===== src/rtl/nibble_demux4.sv =====
// 1:4 nibble demultiplexing capture bank: steers handshaked nibbles into four
// held lanes (addressed or round-robin) and presents the completed frame downstream.
module nibble_demux4 #(
    parameter int W = 4
) (
    input  logic         clk,
    input  logic         rst,
    input  logic         in_valid,
    output logic         in_ready,
    input  logic [W-1:0] din,
    input  logic         mode,
    input  logic [1:0]   ctrl,
    output logic [W-1:0] A,
    output logic [W-1:0] B,
    output logic [W-1:0] C,
    output logic [W-1:0] D,
    output logic [3:0]   lane_mask,
    output logic [1:0]   ptr,
    output logic         out_valid,
    input  logic         out_ready
);

    localparam logic [0:0] FILL = 1'b0;
    localparam logic [0:0] HOLD = 1'b1;

    logic [0:0] state;
    logic       accept;
    logic [1:0] lane;
    logic [3:0] lane_sel;
    logic [3:0] next_mask;

    assign in_ready  = (state == FILL);
    assign out_valid = (state == HOLD);
    assign accept    = in_valid & in_ready;
    assign lane      = mode ? ptr : ctrl;
    assign lane_sel  = 4'b0001 << lane;
    assign next_mask = lane_mask | lane_sel;

    // NOTE: all state updates use <= so every branch sees the pre-edge values
    // of lane_mask and ptr, matching the combinational next_mask above.
    always_ff @(posedge clk) begin
        if (rst) begin
            state     <= FILL;
            A         <= '0;
            B         <= '0;
            C         <= '0;
            D         <= '0;
            lane_mask <= 4'b0000;
            ptr       <= 2'd0;
        end else begin
            case (state)
                FILL: begin
                    if (accept) begin
                        if (lane_sel[0]) A <= din;
                        if (lane_sel[1]) B <= din;
                        if (lane_sel[2]) C <= din;
                        if (lane_sel[3]) D <= din;
                        lane_mask <= next_mask;
                        if (mode) ptr <= ptr + 2'd1;
                        if (next_mask == 4'b1111) state <= HOLD;
                    end
                end
                HOLD: begin
                    // Lanes keep the last frame after consume; only bookkeeping restarts.
                    if (out_ready) begin
                        state     <= FILL;
                        lane_mask <= 4'b0000;
                        ptr       <= 2'd0;
                    end
                end
                default: state <= FILL;
            endcase
        end
    end

endmodule


===== config.mk =====
export PLATFORM = sky130hd
export DESIGN_NAME = nibble_demux4
export DESIGN_NICKNAME = d
export VERILOG_FILES = /design/src/rtl/nibble_demux4.sv
export SDC_FILE = /design/constraint.sdc
export NUM_CORES = 1
export LEC_CHECK = 0
export CAP_MARGIN = 20
export CORE_MARGIN = 2
export CORE_UTILIZATION = 40
export CTS_BUF_LIST = sky130_fd_sc_hd__clkbuf_8
export CTS_CLUSTER_DIAMETER = 60
export DETAILED_ROUTE_END_ITERATION = 16
export MAX_ROUTING_LAYER = met4
export PLACE_DENSITY = 0.73
export REMOVE_ABC_BUFFERS = 1
export SYNTH_ARGS = -nofsm -noshare
export SYNTH_HDL_FRONTEND = slang
export SYNTH_SLANG_ARGS = --single-unit
export TNS_END_PERCENT = 5

===== constraint.sdc =====
create_clock -name clk -period 4.6 [get_ports clk]
set_input_delay 1.15 -clock clk [delete_from_list [all_inputs] [get_ports clk]]
set_output_delay 1.15 -clock clk [all_outputs]
set_load 0.01 [all_outputs]

Yosys cells after proc, flatten, opt, wreduce, memory -nomap -nowiden:

Cells that the tools add are included.

* register bits: 23
* input port bits: 11
* output and inout port bits: 24
* word-level logic and storage cells: 34

* add/subtract/negate cells: 1
* equal/unequal tests: 4
* shift-type cells: 1
* multiplexer cells: 12
* bitwise logic cells: 3
* reductions and logical operators: 6

Operators by type and width (count)
* $reduce_and A3 Y1: 5
* $mux W2: 4
* $mux W4: 2
* $pmux W4 S2: 1
* $eq A4 B4 Y1 const B: 1
* $ne A2 B1 Y1 const B: 2
* $or A4 B4 Y4: 1
* $pmux W2 S2: 1
* $shl A1 B2 Y4 const A: 1
* $mux W1: 3
* $add A2 B1 Y2 const B: 1
* $ne A2 B2 Y1 const B: 1
* $pmux W1 S2: 1
* $reduce_and A2 Y1: 1
* $and A1 B1 Y1: 1
* $not A1 Y1: 1

Depth between registers and ports, before layout:

* word-level depth: 7
* mapped depth: 6
* depth with buffers taken out: 5

Least setup slack after synthesis:

OpenSTA, ideal clock, no wires.

* kind: input -> register
* from: input mode
* to: register C[3]
* library setup time: 0.128 ns
* arrival time: 2.142 ns
* data required time: 4.472 ns
* path slack: 2.331 ns
* stages on the path: 4
* buffers on the path: 0
* path through: mux2i_2 > nor3b_4 > mux2i_1 > nor2_1

* word-level cells in the longest chain between the ends: 3

RTL lines
* start, declared: line 11 `input logic mode,`
* $mux W2: line 35 `assign lane = mode ? ptr : ctrl;`
* $shl A1 B2 Y4: line 36 `assign lane_sel = 4'b0001 << lane;`
* $reduce_and A3 Y1 (no source line)
* end signal, assigned: line 56 `if (lane_sel[2]) C <= din;`
* end, declared: line 15 `output logic [W-1:0] C,`

Every way passes these cells.
A chain may end at the register's enable or synchronous reset.

Worst setup path after layout:

* from: input mode
* to: register C[1]

Same word-level chain as after synthesis.

==> results_dict.tcl <==
set metrics [dict create \
    met1_length_mm 1.03 \
    met3_wirelength_um 148 \
    syn_avg_cell_area_um2 9.96 \
    met2_length_um 938 \
    internal-power_mw 0.303 \
    track_usage_pct 16.7 \
    ys_seq_elements 23 \
    crit_chain "clkdlybuf4s50_1, mux2i_2, nor3b_4, mux2i_1, nor2_1" \
    cts_tree "built" \
    h-tree-depth 1 \
    cts_setup_buffers 0 \
    p_sw_share_pct 24.4 \
    finalCritPeriodShare_pct 62.5 \
    leakage_nw 0.521 \
    via_per_inst 5.10 \
    powerDensity_nw_per_um2 295 \
    setup_viol 0 \
    p_clk_share_pct 30.3 \
    clock_skew_ns 0.00293 \
    clock_latency_ns 0.26 \
    power.total_mw 0.400 \
    nNetsFinal 142 \
    min_path_type "reg -> reg" \
    slowest_stage "clkdlybuf4s50_1" \
    grt_pass1_wl_mm 3.33 \
    drive_above_1_share_pct 6.92 \
    chipHeight_um 52.6 \
    relSlewSlack_pct 45.3 \
    fin_tns_setup_ns 0 \
    ant_nets 0 \
    fin_ws_ns 1.73 \
    power.ir.vdd_worst_uv 238 \
    power.share.combinational_pct 16.4 \
    critical_path_required_ns 4.72 \
    vias 806 \
    cts.path.max_buffers 2 \
    place_congestion 0.825 \
    p_switching_mw 0.0976 \
    portBuffers 34 \
    die_area_um2 2770 \
    synth_cells 95 \
    final_max_slew_viol_count 0 \
    syn_area_um2 946 \
    reg2reg_depth 4 \
    rsz0062_at_grt "no" \
    hold_path_depth 2 \
    ctsRootBufferMaster "clkbuf_8" \
    end_kind "register" \
    dp_cells 154 \
    ios 35 \
    grt_max_degree 25 \
    antenna_cells 0 \
    cts_buffers 3 \
    max_freq_mhz 348 \
    post-route-min-period_ns 2.87 \
    area_growth_pct 43.4 \
    status "finished, final reports clean" \
    antenna_found_initial 0 \
    worst_ep_arrival_time_ns 3.00 \
    dp_hpwl_mm 1.53 \
    cts_hold_buf 0 \
    grt_pass1_vias 750 \
    hold_viol 0 \
    initial_utilization_pct 42.4 \
    synth.distinct_cells 22 \
    dr.max_layer_used "met4" \
    dpl_worst_slack_ns 1.47 \
    rows 17 \
    yosysWarnings 0 \
    cap_viol_max_count 0 \
    ys_seq_area_share_pct 48.7 \
    overflow 0 \
    clock-sinks 23 \
    wl_mm 2.13 \
    whs_ns 0.497 \
    pwr-share-seq_pct 53.4 \
    path_clk_slew_ns 0.08 \
    cts_resized 0 \
    drtIter0Drc 10 \
    drtPass1Iterations 4 \
    cp-start-kind "input pin" \
    wl_per_cell_um 13.5 \
    die_x_um 52.6 \
    fin_cells 158 \
    worst_slew_pin_slew_ns 0.817 \
    cp_max_fo 7 \
    cpPeakStageDelay_ns 0.61 \
    core_um2 2230 \
    drc 0 \
    crit_type "in -> reg" \
]
-- worst max-delay path, delay by kind of cell --
family / cells / cell delay, ns
buffers and inverters: 1 / 0.61
AND/OR/NAND/NOR: 2 / 0.47
multiplexers: 2 / 0.76
-- power groups by stage --
stage	Sequential (mW)	Combinational [mW]	Clock, mW
CTS	0.214	0.0660	0.126
global placement	0.218	0.0647	0
detailed placement	0.218	0.0657	0
finish	0.214	0.0655	0.121
global route	0.215	0.0705	0.133
floorplan	0.221	0.0262	0
-- registers in the layout (all words and copies together) (netlist names) --
signal / cells
A: 4
lane_mask: 4
C: 4
B: 4
ptr: 2
out_valid: 1
D: 4
-- worst paths after layout --
check | from | to | slack, ns
hold reg to reg | B[3]$_SDFFE_PP0P_ | B[3]$_SDFFE_PP0P_ | 0.50
setup reg to reg | ptr[0]$_SDFFE_PP0P_ | C[1]$_SDFFE_PP0P_ | 2.93
hold / removal | B[3]$_SDFFE_PP0P_ | B[3]$_SDFFE_PP0P_ | 0.50
setup / recovery | mode | C[1]$_SDFFE_PP0P_ | 1.73
-- through the flow --
| step | util, % | instance area (µm²) |
|---|---|---|
| 2_1_floorplan | - | 935 |
| 3_3_place_gp | 58.7 | 1310 |
| 3_5_place_dp | 58.7 | 1310 |
| 4_1_cts | 60.7 | 1360 |
| 5_1_grt | 60.7 | 1360 |
| 6_report | 60.7 | 1360 |
-- per-layer routing --
layer,GRT usage [%],vias to the layer above
li1,-,400
met1,21.2,373
met2,26.7,31
met3,4.29,2
met4,3.85,0
met5,-,-
-- Yosys cell counts --
library cell | instances | share of area, %
mux2i_2 | 1 | 1.5
nor2b_1 | 1 | 0.66
nor3_4 | 1 | 1.7
nand2_1 | 5 | 2.0
inv_1 | 3 | 1.2
nor2_1 | 21 | 8.3
o21ai_0 | 2 | 1.1
a31oi_1 | 2 | 1.3
nand3_1 | 1 | 0.53
clkbuf_1 | 3 | 1.2
o31ai_1 | 1 | 0.79
a21oi_1 | 4 | 2.1
mux2i_4 | 1 | 2.4
nand3_2 | 1 | 1.1
mux2i_1 | 16 | 17
dfxtp_1 | 23 | 49
nand4b_1 | 1 | 0.93
nor3b_4 | 1 | 2.0
nand3b_1 | 2 | 1.6
or3_1 | 1 | 0.66
a221oi_1 | 2 | 1.9
a211oi_1 | 2 | 1.6
-- placed cells by master (no fill, tap or decap), drive strengths merged, types with 2 or more instances in the layout --
cell type,count
a211oi,2
a21oi,4
a221oi,2
a31oi,2
clkbuf,3
clkdlybuf4s50,34
dfxtp,23
inv,3
mux2i,18
nand2,5
nand3,2
nand3b,2
nor2,21
o21ai,2
-- cell families after synthesis --
group / count (synthesis) / synth area share [%]
and+or+nand+nor: 35 / 19.4
DFF: 23 / 48.7
muxes: 18 / 20.8
AOI/OAI and AO/OA: 13 / 8.73
buffers and inverters: 6 / 2.38
-- cell type report --
cell class	count	area [µm²]
clock buffer	3	41.3
fill	195	877
multi-input combinational	66	463
inverter	3	11.3
clock inverter	1	5.00
tap	28	35.0
sequential	23	460
timing repair buffer	34	340
Note: power is estimated with default switching activity, not from simulation.
